`src/rtl/clkdiv_mc_if.sv`:
```
// Config request port for clkdiv_mc: one valid/ready slot carrying target channel, divisor and phase.
// Latency: none (bundle of wires).
// Backpressure: master holds cfg_valid and payload stable until cfg_ready is high on a clkin edge.
interface clkdiv_mc_if #(
    parameter int CH_W  = 1,
    parameter int DIV_W = 8
);
    logic             cfg_valid;
    logic             cfg_ready;
    logic [CH_W-1:0]  cfg_ch;
    logic [DIV_W-1:0] cfg_div;
    logic [DIV_W-1:0] cfg_phase;

    modport master (output cfg_valid, cfg_ch, cfg_div, cfg_phase, input cfg_ready);
    modport slave  (input cfg_valid, cfg_ch, cfg_div, cfg_phase, output cfg_ready);
endinterface

```
`src/rtl/clkdiv_mc.sv`:
```
// Multi-channel programmable clock divider: per-channel divided level + one-cycle enable after lock settle.
// Latency: outputs registered one cycle after the counter; config applied at the channel's next period end.
// Backpressure: one pending slot, cfg_ready low while it is full or before lock; CLKDIV_PHASE_EN adds phase delay.
module clkdiv_mc #(
    parameter int NUM_CH      = 2,
    parameter int DIV_W       = 8,
    parameter int LOCK_CYCLES = 64,
    parameter int DEFAULT_DIV = 10,
    localparam int CH_W       = (NUM_CH > 1) ? $clog2(NUM_CH) : 1
) (
    input  logic              i_clkin,
    input  logic              i_reset,
    clkdiv_mc_if.slave        cfg,
    output logic [NUM_CH-1:0] o_clkoutd,
    output logic [NUM_CH-1:0] o_clk_en,
    output logic              o_lock
);
    localparam int               LCK_W    = $clog2(LOCK_CYCLES + 1);
    localparam logic [DIV_W-1:0] DEF_DIV  = DIV_W'(DEFAULT_DIV);
    localparam logic [DIV_W-1:0] MIN_DIV  = DIV_W'(2);
    localparam logic [CH_W:0]    CH_LIMIT = (CH_W + 1)'(NUM_CH);

    typedef enum logic {G_LOCKING, G_LOCKED} g_state_e;
    typedef enum logic [1:0] {CH_HOLD, CH_RUN, CH_SHIFT} ch_state_e;

    g_state_e          r_gstate;
    logic [LCK_W-1:0]  r_lock_cnt;
    logic              r_lock;
    logic              r_pend_vld;
    logic [CH_W-1:0]   r_pend_ch;
    logic [DIV_W-1:0]  r_pend_div;

    ch_state_e         r_state [NUM_CH];
    logic [DIV_W-1:0]  r_cnt   [NUM_CH];
    logic [DIV_W-1:0]  r_div   [NUM_CH];
    logic [NUM_CH-1:0] r_clkoutd;
    logic [NUM_CH-1:0] r_clk_en;

    logic              w_lock_go;
    logic              w_cfg_ready;
    logic              w_xfer;
    logic              w_ch_ok;
    logic [DIV_W-1:0]  w_new_div;
    logic [NUM_CH-1:0] w_last;
    logic [NUM_CH-1:0] w_apply;

`ifdef CLKDIV_PHASE_EN
    logic [DIV_W-1:0]  r_pend_ph;
    logic [DIV_W-1:0]  r_ph_cnt [NUM_CH];
    logic [DIV_W-1:0]  w_new_ph;
    // a phase at or beyond the new period would swallow a whole period, so cap it at N-1
    assign w_new_ph = (cfg.cfg_phase >= w_new_div) ? (w_new_div - 1'b1) : cfg.cfg_phase;
`else
    logic              w_unused_phase;
    assign w_unused_phase = ^cfg.cfg_phase;
`endif

    // lock fires on the edge that completes the settle count; channels leave HOLD on that same edge
    assign w_lock_go   = (r_gstate == G_LOCKING) && (r_lock_cnt == LCK_W'(LOCK_CYCLES - 1));
    assign w_cfg_ready = r_lock && !r_pend_vld;
    assign w_xfer      = cfg.cfg_valid && w_cfg_ready;
    assign w_ch_ok     = {1'b0, cfg.cfg_ch} < CH_LIMIT;
    assign w_new_div   = (cfg.cfg_div < MIN_DIV) ? MIN_DIV : cfg.cfg_div;

    assign cfg.cfg_ready = w_cfg_ready;
    assign o_clkoutd     = r_clkoutd;
    assign o_clk_en      = r_clk_en;
    assign o_lock        = r_lock;

    // per channel: last cycle of the running period, and whether the pending update lands there
    always_comb begin
        w_last  = '0;
        w_apply = '0;
        for (int c = 0; c < NUM_CH; c++) begin
            w_last[c]  = (r_state[c] == CH_RUN) && (r_cnt[c] == r_div[c] - 1'b1);
            w_apply[c] = w_last[c] && r_pend_vld && (r_pend_ch == CH_W'(c));
        end
    end

    // global lock FSM plus the single pending config slot
    always_ff @(posedge i_clkin) begin
        if (i_reset) begin
            r_gstate   <= G_LOCKING;
            r_lock_cnt <= '0;
            r_lock     <= 1'b0;
            r_pend_vld <= 1'b0;
            r_pend_ch  <= '0;
            r_pend_div <= '0;
`ifdef CLKDIV_PHASE_EN
            r_pend_ph  <= '0;
`endif
        end else begin
            case (r_gstate)
                G_LOCKING: begin
                    r_lock_cnt <= r_lock_cnt + 1'b1;
                    if (w_lock_go) begin
                        r_gstate <= G_LOCKED;
                        r_lock   <= 1'b1;
                    end
                end
                G_LOCKED: begin
                    // apply and transfer never coincide: ready is low while the slot is full
                    if (|w_apply) begin
                        r_pend_vld <= 1'b0;
                    end
                    // out-of-range channels are taken off the port and dropped
                    if (w_xfer && w_ch_ok) begin
                        r_pend_vld <= 1'b1;
                        r_pend_ch  <= cfg.cfg_ch;
                        r_pend_div <= w_new_div;
`ifdef CLKDIV_PHASE_EN
                        r_pend_ph  <= w_new_ph;
`endif
                    end
                end
                default: r_gstate <= G_LOCKING;
            endcase
        end
    end

    // channel FSMs: counters, registered outputs, and glitch-free divisor/phase switch at period end
    always_ff @(posedge i_clkin) begin
        if (i_reset) begin
            for (int c = 0; c < NUM_CH; c++) begin
                r_state[c]  <= CH_HOLD;
                r_cnt[c]    <= '0;
                r_div[c]    <= DEF_DIV;
`ifdef CLKDIV_PHASE_EN
                r_ph_cnt[c] <= '0;
`endif
            end
            r_clkoutd <= '0;
            r_clk_en  <= '0;
        end else begin
            for (int c = 0; c < NUM_CH; c++) begin
                case (r_state[c])
                    CH_HOLD: begin
                        r_clkoutd[c] <= 1'b0;
                        r_clk_en[c]  <= 1'b0;
                        if (w_lock_go) begin
                            r_state[c] <= CH_RUN;
                            r_cnt[c]   <= '0;
                        end
                    end
                    CH_RUN: begin
                        r_clkoutd[c] <= (r_cnt[c] < (r_div[c] >> 1));
                        r_clk_en[c]  <= (r_cnt[c] == '0);
                        if (w_last[c]) begin
                            r_cnt[c] <= '0;
                            if (w_apply[c]) begin
                                r_div[c] <= r_pend_div;
`ifdef CLKDIV_PHASE_EN
                                if (r_pend_ph != '0) begin
                                    r_state[c]  <= CH_SHIFT;
                                    r_ph_cnt[c] <= r_pend_ph;
                                end
`endif
                            end
                        end else begin
                            r_cnt[c] <= r_cnt[c] + 1'b1;
                        end
                    end
`ifdef CLKDIV_PHASE_EN
                    CH_SHIFT: begin
                        // outputs parked low for the phase delay, then a fresh period from cnt 0
                        r_clkoutd[c] <= 1'b0;
                        r_clk_en[c]  <= 1'b0;
                        r_ph_cnt[c]  <= r_ph_cnt[c] - 1'b1;
                        if (r_ph_cnt[c] == DIV_W'(1)) begin
                            r_state[c] <= CH_RUN;
                            r_cnt[c]   <= '0;
                        end
                    end
`endif
                    default: begin
                        r_state[c]   <= CH_HOLD;
                        r_clkoutd[c] <= 1'b0;
                        r_clk_en[c]  <= 1'b0;
                    end
                endcase
            end
        end
    end
endmodule

```
`src/flat_wrapper.sv`:
```
// flat-port wrapper written by rule: the top's interface ports become plain ports
module clkdiv_mc_flat 
#(
    parameter int NUM_CH      = 2,
    parameter int DIV_W       = 8,
    parameter int LOCK_CYCLES = 64,
    parameter int DEFAULT_DIV = 10,
    localparam int CH_W       = (NUM_CH > 1) ? $clog2(NUM_CH) : 1
)
  (i_clkin, i_reset, o_clkoutd, o_clk_en, o_lock, cfg_cfg_valid, cfg_cfg_ch, cfg_cfg_div, cfg_cfg_phase, cfg_cfg_ready);
  clkdiv_mc_if #(.CH_W(1), .DIV_W(DIV_W)) cfg_i ();
  input  logic i_clkin;
  input  logic i_reset;
  output logic [NUM_CH-1:0] o_clkoutd;
  output logic [NUM_CH-1:0] o_clk_en;
  output logic o_lock;
  input wire logic [$bits(cfg_i.cfg_valid)-1:0] cfg_cfg_valid;
  input wire logic [$bits(cfg_i.cfg_ch)-1:0] cfg_cfg_ch;
  input wire logic [$bits(cfg_i.cfg_div)-1:0] cfg_cfg_div;
  input wire logic [$bits(cfg_i.cfg_phase)-1:0] cfg_cfg_phase;
  output wire logic [$bits(cfg_i.cfg_ready)-1:0] cfg_cfg_ready;
  assign cfg_i.cfg_valid = cfg_cfg_valid;
  assign cfg_i.cfg_ch = cfg_cfg_ch;
  assign cfg_i.cfg_div = cfg_cfg_div;
  assign cfg_i.cfg_phase = cfg_cfg_phase;
  assign cfg_cfg_ready = cfg_i.cfg_ready;
  clkdiv_mc #(.NUM_CH(NUM_CH), .DIV_W(DIV_W), .LOCK_CYCLES(LOCK_CYCLES), .DEFAULT_DIV(DEFAULT_DIV)) u_core (.i_clkin(i_clkin), .i_reset(i_reset), .cfg(cfg_i), .o_clkoutd(o_clkoutd), .o_clk_en(o_clk_en), .o_lock(o_lock));
endmodule
```
`config.mk`:
```
export PLATFORM = sky130hd
export DESIGN_NAME = clkdiv_mc_flat
export DESIGN_NICKNAME = d
export VERILOG_FILES = /design/src/rtl/clkdiv_mc_if.sv /design/src/rtl/clkdiv_mc.sv /design/src/flat_wrapper.sv
export SDC_FILE = /design/constraint.sdc
export NUM_CORES = 1
export LEC_CHECK = 0
export CORE_ASPECT_RATIO = 1.25
export CORE_MARGIN = 8
export CORE_UTILIZATION = 40
export CTS_BUF_LIST = sky130_fd_sc_hd__clkbuf_2
export CTS_CLUSTER_DIAMETER = 120
export DETAILED_ROUTE_END_ITERATION = 7
export GPL_ROUTABILITY_DRIVEN = 0
export MAX_ROUTING_LAYER = met4
export PLACE_DENSITY = 0.56
export SLEW_MARGIN = 20
export SYNTH_ARGS = -nofsm -noshare
export SYNTH_HDL_FRONTEND = slang
export SYNTH_SLANG_ARGS = --single-unit
```
`constraint.sdc`:
```
create_clock -name i_clkin -period 3 [get_ports i_clkin]
set_input_delay 0.3 -clock i_clkin [delete_from_list [all_inputs] [get_ports i_clkin]]
set_output_delay 0.3 -clock i_clkin [all_outputs]
set_load 0.1 [all_outputs]
```
* After elaboration in Yosys (flattened, before gate mapping) *
Memory sizes are Yosys's and may differ from the RTL's.
Index checks and enable logic that the tools add are counted.

word-level totals
  register bits = 23
  bits in writable memories = 34
  output and inout bits = 6
  memories kept = 3

memories
  name            depth  width  rd ports  clocked after Yosys merged registers in  wr ports  line             RTL
  u_core.r_cnt    2      8      2         0                                        2         clkdiv_mc.sv:34  logic [DIV_W-1:0] r_cnt [NUM_CH];
  u_core.r_div    2      8      2         0                                        2         clkdiv_mc.sv:35  logic [DIV_W-1:0] r_div [NUM_CH];
  u_core.r_state  2      1      2         0                                        2         clkdiv_mc.sv:33  ch_state_e r_state [NUM_CH];

cells by class
  $add $sub $neg = 5
  $lt $le $gt $ge = 3
  equal/unequal tests = 5
  muxes and demuxes = 57
  bitwise gates (word level) = 16
  reductions and logical operators = 23

operator list
  operator             count
  $mux 8               9
  $mux 1               48
  $add 8x1->8 const B  2
  $eq 8x8->1           2
  $logic_not 8->1      2
  $lt 8x7->1           2
  $sub 8x1->8 const B  2
  $or 1x1->1           12
  $reduce_or 2->1      5
  $logic_and 1x1->1    9
  $lt 8x2->1 const B   1
  $add 7x1->7 const B  1
  $eq 7x6->1 const B   1
  $reduce_and 2->1     3
  $eq 2x1->1 const B   2
  $logic_not 2->1      2
  $not 1->1            4
  $reduce_bool 2->1    1
  $logic_not 1->1      1

* Logic depth before layout (Yosys ltp) *
An unclocked memory read counts as a cell.

  word-level depth = 12
  depth in mapped cells = 8
  mapped depth without buffers = 8

* Least setup slack after synthesis *
Ideal clock, no wire load.

  path type = register to register
  start point = register u_core.r_lock (netlist: u_core.o_lock)
  end point = register u_core.r_pend_div[0]
  arrival time = 3.403 ns
  path slack = -0.468 ns
  stages on the path, launching flop included = 6
  buffers on the path = 0
  period minus slack after synthesis = 3.468 ns
  cells stage by stage = dfxtp_1 -> nor2b_1 -> nand3_1 -> a21oi_1 -> a22oi_1 -> nor2_1

on the way
  cells in the longest elaborated chain, start to end = 3

RTL lines
  element                            line                RTL
  start, declared                    clkdiv_mc.sv:28     logic r_lock;
  start signal, assigned             clkdiv_mc.sv:85     r_lock <= 1'b0;
  start signal, assigned             clkdiv_mc.sv:98     r_lock <= 1'b1;
  $logic_and 1x1->1                  clkdiv_mc.sv:60     assign w_cfg_ready = r_lock && !r_pend_vld;
  via cfg_cfg_ready                  flat_wrapper.sv:21  output wire logic [$bits(cfg_i.cfg_ready)-1:0] cfg_cfg_ready;
  $logic_and 1x1->1                  clkdiv_mc.sv:61     assign w_xfer = cfg.cfg_valid && w_cfg_ready;
  $reduce_and 2->1 (no source line)  --
  end signal, assigned               clkdiv_mc.sv:110    r_pend_div <= w_new_div;
  end, declared                      clkdiv_mc.sv:31     logic [DIV_W-1:0] r_pend_div;

The timed path passes the listed nets, and every way through them passes these cells.
A chain may end at the register's enable or synchronous reset.

==> metrics.txt <==
status=finished clean; diode count=0; die height=115 um; f_max=367 MHz; final setup skew=0.0400 ns; crit path cell chain=inv_1 > ha_1 > xor2_1 > or3_1 > a211oi_1 > o211ai_1 > o22a_4 > or3_1; Post-Syn Area per Cell=9.92 um2; crit end category=register; CP max FO=8; Max-cap violations=0; worst rel slew slack=0.352; signal arrival time at the worst endpoint=2.92 ns; global-route wire length before repair=10,800 um; Synth Area in Compound Gates=0.103; initial antenna violation count=0; unrepaired setup endpoints after global routing=false; number of flops mapped to enable cells by yosys=34; fin crit period=2.73 ns; Hold/Removal Path Class=input pin to register; leakage=1.38 nW; Fin Setup TNS=0 ns; wire per inst=14.6 um; Worst setup SP type=register; Hold Path End=u_core.r_pend_div[2]; Yosys top cell by area=edfxtp_1; Pre-antenna DRT Iters=4; port bufs=17; WP data required=3.20 ns; Area Growth Syn to Fin=14.0%; uppermost layer routed=met4; largest family of logic cells by synthesized area=simple AND/OR/NAND/NOR gates; wire length on met2=3370 um; Slew Viols, Final=0; clock sink total=57; Worst-Skew Late Latency=0.48 ns; Power, Total=1.64 mW; CTS buffer count=9; fin crit share=0.909; row count=36; R2R depth=8; Top FF cell, synth=edfxtp_1; Seq cells post-synth=57; Mapped Cells=319; PD cells=455 nW/um2; adder-cell share of the synthesized area=0.0752; most frequent cells in the layout=edfxtp_1, nor2_1, dfxtp_1, inv_1; clock-pin slew on the worst setup and hold paths=0.21 ns; Fillers=762; via count=2,299; max incr delay on CP=0.45 ns; H-tree depth=3; worst slack, placed=0.314 ns; clk root buf=clkbuf_2; Worst-Margin Slew=0.969 ns; Synth top area share=0.323; CP delay by family, top=compound AO/OA/AOI/OAI gates; post-synthesis sequential area ratio=0.468; # setup viols final=0; Post-CTS Repair Setup Buffers=0; Synth async-reset ratio=0; CTS max path bufs=2; mux cell area share after synthesis=0.00316; final core occ=0.465; met3 WL=140 um; # hold bufs at CTS=0; final WL=6460 um; FF-to-FF setup slack=0.27 ns; met1 WL=2870 um; hold path depth=3; reg-to-reg startpoint=u_core.r_div[0][0]; Residual DRC=0; most common cell after layout, fill and taps aside=edfxtp_1; dominant cells by area after synthesis=edfxtp_1, dfxtp_1, ha_1, xnor2_1, xor2_1; vias in the first global route=2,327; Synth cell types=42; worst reg2reg endpoint=u_core.r_div[0][1]; CP Class=register to register; largest net degree at the start of global routing=21; full die area=11,000 um2; simple-gate area share of the yosys netlist=0.214; DRT iter0 DRCs=85; overall routing resource usage=0.130; Die X=95.5 um; post-CTS sizing=0; Final Net Count=383; io pins=26; Worst VDD drop=0.293 mV; Hold Crit Start=cfg_cfg_div[2]; TritonCTS clock tree=built; Post-Synth XOR/XNOR Area=0.0997; Final Hold Vio Count=0; post-route setup slack=0.274 ns; initial core utilization=0.408; most frequent CP cell=or3_1; Syn Nets=358; synth warn=0; routed vias/inst=5.18; area of the core=7750 um2; total grt overflow=0; worst path buffer plus inverter count=1; Hold WS=0.358 ns; Mapped Area=3160 um2; layout cells sized above 1=0.0831; placed wire-length estimate=4900 um; post-route ant nets=0; critical path's slowest cell=edfxtp_1
==> worst max-delay path by stage <==
stage / startpoint / to / depth (start not counted)
after floorplan: u_core.o_lock / u_core.r_pend_div[0] / 5
after global placement: u_core.r_div[0][0] / u_core.r_div[0][1] / 8
after detailed placement: u_core.r_div[0][0] / u_core.r_div[0][1] / 8
after CTS: u_core.r_div[0][0] / u_core.r_div[0][1] / 8
after global routing: u_core.r_div[0][0] / u_core.r_div[0][1] / 8
final: u_core.r_div[0][0] / u_core.r_div[0][1] / 8
==> layout make-up <==
class / instances / area [um2] / area share
multi-input cells: 231 / 1570 / 0.435
repair buffers: 23 / 208 / 0.0576
well taps: 95 / 119 / 0.0330
clock buffers: 9 / 45.0 / 0.0125
flip-flops and latches: 57 / 1480 / 0.411
inverters: 22 / 82.6 / 0.0229
clock inverters: 7 / 103 / 0.0285
==> kinds of logic (layout without fill, tap and decap cells) <==
group                    after synthesis  count (layout)
flip-flops                            57              57
buffers and inverters                 31              61
AND/OR/NAND/NOR                      128             128
multiplexers                           1               1
adder cells (fa/ha/maj)               19              19
AO/OA/AOI/OAI                         47              47
XOR/XNOR                              36              36
==> flip-flops by register name (all words and copies together) (netlist names) <==
name and flops:
u_core.r_gstate 1, u_core.r_pend_div 8, u_core.r_lock_cnt 7, u_core.r_state 2, u_core.o_clk_en 2, u_core.r_div 16, u_core.o_lock 1, u_core.r_pend_vld 1
u_core.r_cnt 16, u_core.o_clkoutd 2, u_core.r_pend_ch 1
==> worst reg2reg max path: stages (launching register included) <==
cell      delay, ns
edfxtp_1       0.45
inv_1          0.06
ha_1           0.27
xor2_1         0.21
or3_1          0.33
a211oi_1       0.35
o211ai_1       0.19
o22a_4         0.27
or3_1          0.36
==> metal layers <==
| metal | global-route usage | vias up |
|---|---|---|
| li1 | - | 1190 |
| met1 | 0.143 | 1076 |
| met2 | 0.215 | 24 |
| met3 | 0.0363 | 9 |
| met4 | 0.0534 | 0 |
| met5 | - | - |
==> cell usage after synthesis, types with 2 or more instances <==
cell type and n:
a2111oi_0 2, a211oi_1 3, a21o_1 6, a21oi_1 12
a31oi_1 2, and3_1 10, clkbuf_1 9, dfxtp_1 23
edfxtp_1 34, ha_1 19, inv_1 22, nand2_1 19
nand2b_1 8, nand3_1 13, nand3b_1 2, nand4_1 5
nor2_1 26, nor2b_1 5, nor3_1 16, nor3b_1 8
nor4_1 5, o211ai_1 2, o21a_1 2, o21ai_0 5
o21bai_1 5, o221ai_1 2, or3_1 5, xnor2_1 19
xor2_1 17
==> power by group <==
group / total (mW) / leakage, nW / switching, mW / internal (mW)
Combinational: 0.147 / 0.769 / 0.0762 / 0.0712
Clock: 0.602 / 0.0831 / 0.318 / 0.284
Sequential: 0.892 / 0.531 / 0.0383 / 0.854
==> metrics by stage <==
| step | instances | instance area [um2] |
|---|---|---|
| after CTS | 444 | 3610 |
| after floorplan | 319 | 3170 |
| after global routing | 444 | 3610 |
| final | 444 | 3610 |
| after global placement | 428 | 3460 |
| after detailed placement | 428 | 3460 |
No activity file was read; power rests on OpenSTA's default activity.
